[src/rtl/tap_pkg.sv]
// Shared types and constants for the parametrised JTAG TAP controller.
// State codes match the 4-bit observation encoding of the existing route block.
package tap_pkg;

  typedef enum logic [3:0] {
    EX2DR = 4'h0,
    EX1DR = 4'h1,
    SHDR  = 4'h2,
    PSDR  = 4'h3,
    SELIR = 4'h4,
    UPDR  = 4'h5,
    CAPDR = 4'h6,
    SELDR = 4'h7,
    EX2IR = 4'h8,
    EX1IR = 4'h9,
    SHIR  = 4'hA,
    PSIR  = 4'hB,
    RTI   = 4'hC,
    UPIR  = 4'hD,
    CAPIR = 4'hE,
    TLR   = 4'hF
  } tap_state_e;

  typedef enum logic [1:0] {
    DR_BYPASS = 2'd0,
    DR_IDCODE = 2'd1,
    DR_USER   = 2'd2
  } dr_sel_e;

  localparam int IDCODE    = 1;
  localparam int USER_BASE = 2;

  // BYPASS is the all-ones instruction for whatever IR width is in use.
  function automatic logic [31:0] bypass_code(input int ir_w);
    return (32'd1 << ir_w) - 32'd1;
  endfunction

endpackage

[src/rtl/tap_fsm.sv]
// IEEE 1149.1 sixteen-state TAP controller: state register and TMS-driven
// next-state logic only; all data-path actions live in the parent.
module tap_fsm
  import tap_pkg::*;
(
  input  logic       i_clk,
  input  logic       i_rst_n,
  input  logic       i_tms,
  output tap_state_e o_state,
  output tap_state_e o_state_nxt
);

  tap_state_e r_state;
  tap_state_e w_state_nxt;

  always_ff @(posedge i_clk) begin
    if (!i_rst_n) begin
      r_state <= TLR;
    end else begin
      r_state <= w_state_nxt;
    end
  end

  always_comb begin
    w_state_nxt = r_state;
    case (r_state)
      TLR:   w_state_nxt = i_tms ? TLR   : RTI;
      RTI:   w_state_nxt = i_tms ? SELDR : RTI;
      SELDR: w_state_nxt = i_tms ? SELIR : CAPDR;
      SELIR: w_state_nxt = i_tms ? TLR   : CAPIR;
      CAPDR: w_state_nxt = i_tms ? EX1DR : SHDR;
      SHDR:  w_state_nxt = i_tms ? EX1DR : SHDR;
      EX1DR: w_state_nxt = i_tms ? UPDR  : PSDR;
      PSDR:  w_state_nxt = i_tms ? EX2DR : PSDR;
      EX2DR: w_state_nxt = i_tms ? UPDR  : SHDR;
      UPDR:  w_state_nxt = i_tms ? SELDR : RTI;
      CAPIR: w_state_nxt = i_tms ? EX1IR : SHIR;
      SHIR:  w_state_nxt = i_tms ? EX1IR : SHIR;
      EX1IR: w_state_nxt = i_tms ? UPIR  : PSIR;
      PSIR:  w_state_nxt = i_tms ? EX2IR : PSIR;
      EX2IR: w_state_nxt = i_tms ? UPIR  : SHIR;
      UPIR:  w_state_nxt = i_tms ? SELDR : RTI;
      default: w_state_nxt = TLR;
    endcase
  end

  assign o_state     = r_state;
  assign o_state_nxt = w_state_nxt;

endmodule

[src/rtl/tap_ctrl_param.sv]
// Parametrised JTAG TAP: instruction register, BYPASS/IDCODE/USERk data
// registers sharing one DR shift chain, and the serial TDO mux.
module tap_ctrl_param
  import tap_pkg::*;
#(
  parameter int          IR_W       = 4,
  parameter int          USER_W     = 8,
  parameter int          NUM_USER   = 2,
  parameter logic [31:0] IDCODE_VAL = 32'h1000_0001
) (
  input  logic                         GCLK,
  input  logic                         TRST_N,
  input  logic                         TMS,
  input  logic                         TDI,
  output logic                         TDO,
  output logic                         TDO_EN,
  output logic [3:0]                   state_obs,
  output logic [IR_W-1:0]              ir_obs,
  input  logic [NUM_USER*USER_W-1:0]   user_in,
  output logic [NUM_USER*USER_W-1:0]   user_out,
  output logic [NUM_USER-1:0]          user_upd
);

  // One physical DR chain long enough for IDCODE or the widest user register.
  localparam int DR_W  = (USER_W > 32) ? USER_W : 32;
  localparam int DR_IW = $clog2(DR_W);
  localparam logic [IR_W-1:0] BYPASS_CODE = IR_W'(bypass_code(IR_W));

  tap_state_e w_state;
  tap_state_e w_state_nxt;

  logic [IR_W-1:0]            r_ir;
  logic [IR_W-1:0]            r_ir_sr;
  logic [DR_W-1:0]            r_dr_sr;
  logic [NUM_USER*USER_W-1:0] r_user_out;
  logic [NUM_USER-1:0]        r_user_upd;

  dr_sel_e                    w_sel;
  logic [NUM_USER-1:0]        w_user_hit;
  logic [DR_W-1:0]            w_dr_cap;
  logic [DR_W-1:0]            w_dr_shift;
  logic [DR_IW-1:0]           w_dr_msb;
  logic                       w_tdo;

  tap_fsm u_fsm (
    .i_clk       (GCLK),
    .i_rst_n     (TRST_N),
    .i_tms       (TMS),
    .o_state     (w_state),
    .o_state_nxt (w_state_nxt)
  );

  // Instruction decode; BYPASS wins if a user code would alias all-ones.
  always_comb begin
    w_sel      = DR_BYPASS;
    w_user_hit = '0;
    if (r_ir == BYPASS_CODE) begin
      w_sel = DR_BYPASS;
    end else if (r_ir == IR_W'(IDCODE)) begin
      w_sel = DR_IDCODE;
    end else begin
      for (int k = 0; k < NUM_USER; k++) begin
        if (r_ir == IR_W'(USER_BASE + k)) begin
          w_sel         = DR_USER;
          w_user_hit[k] = 1'b1;
        end
      end
    end
  end

  always_comb begin
    w_dr_cap = '0;
    w_dr_msb = '0;
    case (w_sel)
      DR_IDCODE: begin
        w_dr_cap[31:0] = IDCODE_VAL;
        w_dr_msb       = DR_IW'(31);
      end
      DR_USER: begin
        for (int k = 0; k < NUM_USER; k++) begin
          if (w_user_hit[k]) begin
            w_dr_cap[USER_W-1:0] = user_in[k*USER_W +: USER_W];
          end
        end
        w_dr_msb = DR_IW'(USER_W - 1);
      end
      default: begin
        w_dr_cap = '0;
        w_dr_msb = '0;
      end
    endcase
  end

  // TDI enters at the top of the selected register's length, not the chain's.
  always_comb begin
    w_dr_shift           = {1'b0, r_dr_sr[DR_W-1:1]};
    w_dr_shift[w_dr_msb] = TDI;
  end

  always_ff @(posedge GCLK) begin
    if (!TRST_N) begin
      r_ir_sr <= '0;
    end else if (w_state == CAPIR) begin
      r_ir_sr <= IR_W'(2'b01);
    end else if (w_state == SHIR) begin
      r_ir_sr <= {TDI, r_ir_sr[IR_W-1:1]};
    end
  end

  always_ff @(posedge GCLK) begin
    if (!TRST_N) begin
      r_ir <= IR_W'(IDCODE);
    end else if (w_state_nxt == TLR) begin
      r_ir <= IR_W'(IDCODE);
    end else if (w_state == UPIR) begin
      r_ir <= r_ir_sr;
    end
  end

  always_ff @(posedge GCLK) begin
    if (!TRST_N) begin
      r_dr_sr <= '0;
    end else if (w_state == CAPDR) begin
      r_dr_sr <= w_dr_cap;
    end else if (w_state == SHDR) begin
      r_dr_sr <= w_dr_shift;
    end
  end

  // Update pulse lasts exactly the cycle after the UPDR edge.
  always_ff @(posedge GCLK) begin
    if (!TRST_N) begin
      r_user_out <= '0;
      r_user_upd <= '0;
    end else begin
      r_user_upd <= '0;
      if (w_state == UPDR) begin
        for (int k = 0; k < NUM_USER; k++) begin
          if (w_user_hit[k]) begin
            r_user_out[k*USER_W +: USER_W] <= r_dr_sr[USER_W-1:0];
            r_user_upd[k]                  <= 1'b1;
          end
        end
      end
    end
  end

  always_comb begin
    w_tdo = 1'b0;
    if (w_state == SHIR) begin
      w_tdo = r_ir_sr[0];
    end else if (w_state == SHDR) begin
      w_tdo = r_dr_sr[0];
    end
  end

  assign TDO       = w_tdo;
  assign TDO_EN    = (w_state == SHIR) || (w_state == SHDR);
  assign state_obs = w_state;
  assign ir_obs    = r_ir;
  assign user_out  = r_user_out;
  assign user_upd  = r_user_upd;

endmodule
[config.mk]
export PLATFORM = sky130hd
export DESIGN_NAME = tap_ctrl_param
export DESIGN_NICKNAME = d
export VERILOG_FILES = /design/src/rtl/tap_pkg.sv /design/src/rtl/tap_fsm.sv /design/src/rtl/tap_ctrl_param.sv
export SDC_FILE = /design/constraint.sdc
export NUM_CORES = 1
export LEC_CHECK = 0
export ABC_AREA = 1
export ABC_CLOCK_PERIOD_IN_PS = 2000
export CORE_UTILIZATION = 52
export DETAILED_ROUTE_END_ITERATION = 10
export PLACE_DENSITY = 0.79
export SYNTH_ARGS = -nofsm -noshare
export SYNTH_HDL_FRONTEND = slang
export SYNTH_HIERARCHICAL = 1
export SYNTH_SLANG_ARGS = --single-unit
export TNS_END_PERCENT = 1
[constraint.sdc]
create_clock -name GCLK -period 2 [get_ports GCLK]
set_input_delay 0.4 -clock GCLK [delete_from_list [all_inputs] [get_ports GCLK]]
set_output_delay 0.4 -clock GCLK [all_outputs]
set_load 0.01 [all_outputs]
==> results of run 1 <==
-- metrics by stage --
| stage | std cells | TNS [ns] | area, um2 | worst slack, ns |
|---|---|---|---|---|
| after CTS | 514 | 0 | 3520 | 0.008441 |
| after global placement | 497 | 0 | 3273 | 0.07860 |
| after global routing | 514 | 0 | 3518 | 0.05245 |
| final | 514 | 0 | 3518 | 0.08805 |
| after floorplan | 384 | 0 | 2683 | 0.3354 |
| after detailed placement | 497 | -0.01279 | 3273 | -0.01279 |
-- metal layers --
metal / up-vias / share of wire (%)
met4: 0 / 1.3
li1: 1347 / -
met3: 7 / 4.4
met1: 1183 / 46
met2: 67 / 48
met5: - / 0
-- layout make-up --
| type | count | share of cell area [%] |
|---|---|---|
| multi-input cells | 282 | 36.38 |
| clock buffers | 10 | 3.912 |
| clock inverters | 6 | 2.632 |
| flip-flops and latches | 62 | 35.31 |
| well taps | 67 | 2.383 |
| inverters | 28 | 3.165 |
| repair buffers | 59 | 16.22 |
-- power groups by stage --
stage	logic [mW]	clock network [mW]	registers, mW
2_1_floorplan	0.620	0	1.51
3_3_place_gp	1.07	0	1.44
3_5_place_dp	1.10	0	1.45
4_1_cts	1.12	1.27	1.43
5_1_grt	1.27	1.32	1.44
6_report	1.13	1.25	1.43
-- sequential cells by signal, summed over array words and instances, names as in the netlist --
name and count:
u_fsm/o_state 4, r_ir_sr 4, ir_obs 4, user_out 16, user_upd 2, r_dr_sr 32
-- layout by cell type (no fill, tap or decap), types with 2 or more instances in the layout --
master	n
inv_1	22
nand2_4	2
o211ai_1	3
nor2_4	2
nand3_1	17
inv_2	4
buf_4	11
o21ai_0	27
nor2_1	53
clkdlybuf4s50_1	45
a21oi_2	2
a21oi_1	46
nor2_2	3
clkinvlp_4	2
bufinv_16	2
clkbuf_8	10
nand2_1	118
nor3_4	2
clkinv_4	2
o21ai_2	2
dfxtp_1	61
-- final timing paths --
| kind | from | end | slack, ns | cells past startpoint |
|---|---|---|---|---|
| worst max-delay path | u_fsm/o_state[2]$_SDFF_PN1_ | state_obs[2] | 0.09 | 2 |
| worst min register to register | r_dr_sr[30]$_SDFFE_PN0P_ | r_dr_sr[29]$_SDFFE_PN0P_ | 0.46 | 2 |
| worst min-delay path | r_dr_sr[30]$_SDFFE_PN0P_ | r_dr_sr[29]$_SDFFE_PN0P_ | 0.46 | 2 |
| worst max register to register | u_fsm/o_state[2]$_SDFF_PN1_ | ir_obs[1]$_SDFFE_PP0N_ | 0.32 | 11 |
-- worst max-delay path, stage by stage, from the launching register on --
cell             delay (ns)
dfxtp_2                0.40
buf_4                  0.22
clkdlybuf4s50_1        0.56
-- cells by family (layout without fill, tap and decap cells) --
kind of cell / count (synthesis) / in the layout / synth area share [%]
buffers and inverters: 40 / 103 / 6.343
DFF: 62 / 62 / 46.27
and+or+nand+nor: 201 / 201 / 31.30
AOI/OAI and AO/OA: 81 / 81 / 16.09
-- what timing repair did --
action,in CTS,in global routing
endpoints found under the setup margin,2,2
resized for setup,5,3
setup buffers,1,0
endpoints found under the hold margin,0,0
pin swaps,1,0
==> flow_metrics.tcl, run 1 <==
set metrics [dict create \
    die-area_um2 5450 \
    fin_nets 462 \
    synth_area_um2 2683 \
    drive_gt1_share_pct 10.96 \
    finClkSkew_ns 0.008527 \
    seq_area_frac_synth_pct 46.27 \
    slew_violations 0 \
    yosys.area.top_type_share_pct 46.27 \
    synth_fp_nets 404 \
    cts-root-buf "clkbuf_8" \
    clk_pin_slew_ns 0.07 \
    synth.most_common_cell "nand2_1" \
    drc 0 \
    cts_buffers 9 \
    cts_sinks 62 \
    syn-instance-count 384 \
    leakage_nw 1.449 \
    hold_violations 0 \
    syn_area_per_cell_um2 6.986 \
    worstSkewPairLatency_ns 0.34 \
    drt-total-wl_mm 6.259 \
    multiInputGateArea_um2 1280 \
    wl_per_cell_um 12.18 \
    rows 25 \
    antenna_found_initial 0 \
    initial_core_util_pct 55.33 \
    critPathKind "register to output pin" \
    ios 48 \
    synth_commonest_cells "nand2_1, dfxtp_1, nor2_1" \
    worstMarginPinSlew_ns 0.5126 \
    first_pass_iters 4 \
    yosys_warnings 6 \
    vias 2604 \
    cell_internal_pwr_mw 2.501 \
    comb_power_share_pct 29.7 \
    gp_congestion 0.9014 \
    synth-edff-count 0 \
    synth_seq_cells 62 \
    seq_power_share_pct 37.5 \
    ys.flop_type "dfxtp_1" \
    finalPower_mw 3.817 \
    synth_largest_area_cell "dfxtp_1" \
    status "complete, no violations" \
    hp-class "register to register" \
    synth_top_cells_by_area "dfxtp_1, nand2_1, a21oi_1" \
    die_h_um 73.83 \
    dp_hpwl_mm 4.374 \
    post-route-util_pct 72.57 \
    fin_crit_sh_pct 95.60 \
    grt_busiest_layer "met2" \
    timing.max_cap.violations 0 \
    maxSlewHeadroom_pct 65.78 \
    met1_usage_pct 31.00 \
    yosysUniqueCellTypes 27 \
    grt_max_degree 34 \
    crit_fanout 13 \
    grt_pass1_vias 2416 \
    hold_buffers 0 \
    core-area_um2 4848 \
    grt_use_total_pct 25.17 \
    n_fill_cell 392 \
    clockBufferDepth 2 \
    vdd_drop_max_uv 835.6 \
    tritoncts "done" \
    ff_latch_area_um2 1242 \
    fmax_mhz 523.0 \
    grt_util_met3_pct 5.350 \
    crit_path_start_kind "register" \
    fp.dieW_um 73.83 \
    cp.required_ns 1.60 \
    crit_arrival_ns 1.51 \
    fin_crit_ns 1.912 \
    setup_viol 0 \
    via_per_inst 5.066 \
    clockPowerShare_pct 32.8 \
    met2_usage_pct 43.12 \
    area_delta_synth_final_pct 31.16 \
    antennaDiodeCount 0 \
    end_kind "output pin" \
    io_buffers 47 \
    p_sw_mw 1.316 \
    hold_slack_ns 0.4631 \
    drt_iter0_drc 193 \
    ant_nets 0 \
    grt_pass1_wl_mm 10.41 \
    htree_levels 3 \
    p_per_area_nw_per_um2 1085 \
    grt_setup_unrepaired "false" \
    async_flop_share_pct 0 \
    swShare_pct 34.47 \
    grt_remaining_overflow 0 \
]
No activity file was read; power rests on OpenSTA's default activity.
==> run 2, diff against run 1 <==
--- a/config.mk
+++ b/config.mk
@@ -8,6 +8,7 @@
 export ABC_AREA = 1
 export ABC_CLOCK_PERIOD_IN_PS = 2000
 export CORE_UTILIZATION = 52
+export CTS_CLUSTER_SIZE = 10
 export DETAILED_ROUTE_END_ITERATION = 10
 export PLACE_DENSITY = 0.79
 export SYNTH_ARGS = -nofsm -noshare
==> results of run 2 <==
Final layout, timing and power as in run 1 (identical DEF).
==> edit (config.mk and constraints of run 2) <==
The parameter `IR_W` goes from 4 to 6.
--- a/src/rtl/tap_ctrl_param.sv
+++ b/src/rtl/tap_ctrl_param.sv
@@ -3,7 +3,7 @@
 module tap_ctrl_param
   import tap_pkg::*;
 #(
-  parameter int          IR_W       = 4,
+  parameter int          IR_W       = 6,
   parameter int          USER_W     = 8,
   parameter int          NUM_USER   = 2,
   parameter logic [31:0] IDCODE_VAL = 32'h1000_0001
Interface: changed (resized ir_obs); port bits go from 48 to 50. No check against the original RTL was run, so the function may have changed too.
==> edit against run 2 <==
Clock skew shrank 0.0036 ns. Utilization shrank 0.51 points. Maximum frequency grew 0.87%. Sequential cell count grew 4. Setup slack gained 0.017 ns. Routed wire length grew 3.6%. Combinational power grew 50%. Final area grew 7.9%. Sequential share of layout area shrank 0.42 points. Area after synthesis grew 9.1%. Total power grew 26%. Synthesized cell count grew 4.7%. Non-clock buffer count grew 3. Largest power group is now combinational logic. Highest routed layer unchanged.
==> edit: results <==
export IMPL_reg2reg_depth=10
export IMPL_globalRouteTotalUtil_pct=23.85
export IMPL_nFillCells=439
export IMPL_cts_root_buf="clkbuf_8"
export IMPL_via_per_inst=5.131
export IMPL_p_leak_nw=1.616
export IMPL_drive_gt1_share_pct=12.47
export IMPL_ctsHtreeMaxLevel=3
export IMPL_holdPathStages=2
export IMPL_holdPathEnd="r_dr_sr[16]"
export IMPL_post_cts_buffers=0
export IMPL_slew_limit_headroom_pct=60.53
export IMPL_peakVddDrop_uv=916.9
export IMPL_regMostFlops="r_dr_sr"
export IMPL_cts_buffers=9
export IMPL_p_int_mw=3.052
export IMPL_reg2reg_from="u_fsm/o_state[3]"
export IMPL_synth_distinct_cells=33
export IMPL_synth_common_cells="nand2_1 (101), dfxtp_1 (66), nor2_1 (53), a21oi_1 (41), inv_1 (29)"
export IMPL_wl_met2_um=3027
export IMPL_wl_met1_um=3012
export IMPL_place_gp_congestion=0.8885
export IMPL_first_pass_iters=5
export IMPL_place_hpwl_um=4552
export IMPL_grt_pass1_wl_um=11320
export IMPL_synthTopCellsByArea="dfxtp_1 (45%), nand2_1 (13%), a21oi_1 (7.0%), nor2_1 (6.8%), nand3_1 (4.4%)"
export IMPL_yosysSeqAreaShare_pct=45.15
export IMPL_status="completed"
export IMPL_synth_net_count=422
export IMPL_reg2reg_slack_ns=0.18
export IMPL_met3WireLength_um=304
export IMPL_wl_per_cell_um=12.13
export IMPL_nets=480
export IMPL_worstPathArrival_ns=1.50
export IMPL_hold_slack_ns=0.4622
export IMPL_hp_start="r_dr_sr[17]"
export IMPL_initialDrtViolationCount=268
export IMPL_timing_rr_end="ir_obs[2]"
export IMPL_path_clk_slew_ns=0.07
export IMPL_io_buffers=49
export IMPL_grt_max_degree=34
export IMPL_largest_register_ffs=32
export IMPL_clk_latency_ns=0.34
export IMPL_finClkSkew_ns=0.004958
export IMPL_grt_pass1_vias=2569
export IMPL_cp_max_fo=6
edit: changes by cell type in the layout (fill, tap and decap cells not counted), sizes merged, moves of 3 or more:
cell,delta
o21ai,+4
nand2,-14
a21oi,-3
a211oi,+4
nand3,+10
inv,+6
dfxtp,+4
nor2,+6
edit: timing repair:
item,CTS,global route
setup endpoints to repair,6,3
resized for setup,6,3
hold buffers,0,0
edit: worst max-delay path, stage by stage (launching register included):
cell and delay [ns]:
dfxtp_1 0.33, inv_1 0.06, nor2_4 0.13, nand2_2 0.10, nor2_4 0.10, inv_2 0.07, o21ai_1 0.13, clkdlybuf4s15_2 0.24
edit: final cells by class:
| class | instances | area [um^2] | share of cell area, % |
|---|---|---|---|
| timing repair buffer | 62 | 591.8 | 15.58 |
| clock buffer | 10 | 127.6 | 3.361 |
| inverter | 34 | 131.4 | 3.460 |
| multi-input combinational | 287 | 1396 | 36.77 |
| tap | 70 | 87.58 | 2.306 |
| clock inverter | 6 | 137.6 | 3.624 |
| sequential | 66 | 1325 | 34.89 |
edit: worst max path at each step:
stage / from / endpoint / slack (ns) / cells past startpoint
2_1_floorplan: u_fsm/o_state[1] / TDO / 0.24 / 6
3_3_place_gp: TMS / ir_obs[1] / 0.03 / 10
3_5_place_dp: TMS / ir_obs[2] / -0.06 / 10
4_1_cts: u_fsm/o_state[1] / TDO_EN / 0.02 / 5
5_1_grt: u_fsm/o_state[3] / ir_obs[2] / 0.01 / 10
6_report: u_fsm/o_state[1] / TDO / 0.10 / 7
edit: stage by stage:
stage	cell area [um^2]	std cells	util, %	TNS (ns)	setup WS, ns
2_1_floorplan	2927	402	-	0	0.2356
3_3_place_gp	3515	519	66.69	0	0.02549
3_5_place_dp	3515	519	66.69	-0.1291	-0.06153
4_1_cts	3787	535	71.87	0	0.02134
5_1_grt	3797	535	72.06	0	0.01174
6_report	3797	535	72.06	0	0.1046
edit: cells by family after synthesis:
| logic type | after synthesis | share of synthesized area [%] |
|---|---|---|
| AOI/OAI and AO/OA | 85 | 15.65 |
| DFF | 66 | 45.15 |
| buffers and inverters | 49 | 7.481 |
| and+or+nand+nor | 202 | 31.72 |
edit: power groups by stage:
stage / Combinational, mW / Clock [mW] / Sequential, mW
3_3_place_gp: 1.63 / 0 / 1.67
6_report: 1.69 / 1.47 / 1.65
5_1_grt: 1.88 / 1.54 / 1.67
2_1_floorplan: 1.11 / 0 / 1.68
4_1_cts: 1.67 / 1.48 / 1.65
3_5_place_dp: 1.65 / 0 / 1.67
edit: layer usage:
metal / vias up / global-route usage (%)
met3: 14 / 4.167
li1: 1420 / -
met2: 79 / 37.41
met5: - / 0
met4: 0 / 12.83
met1: 1232 / 31.17
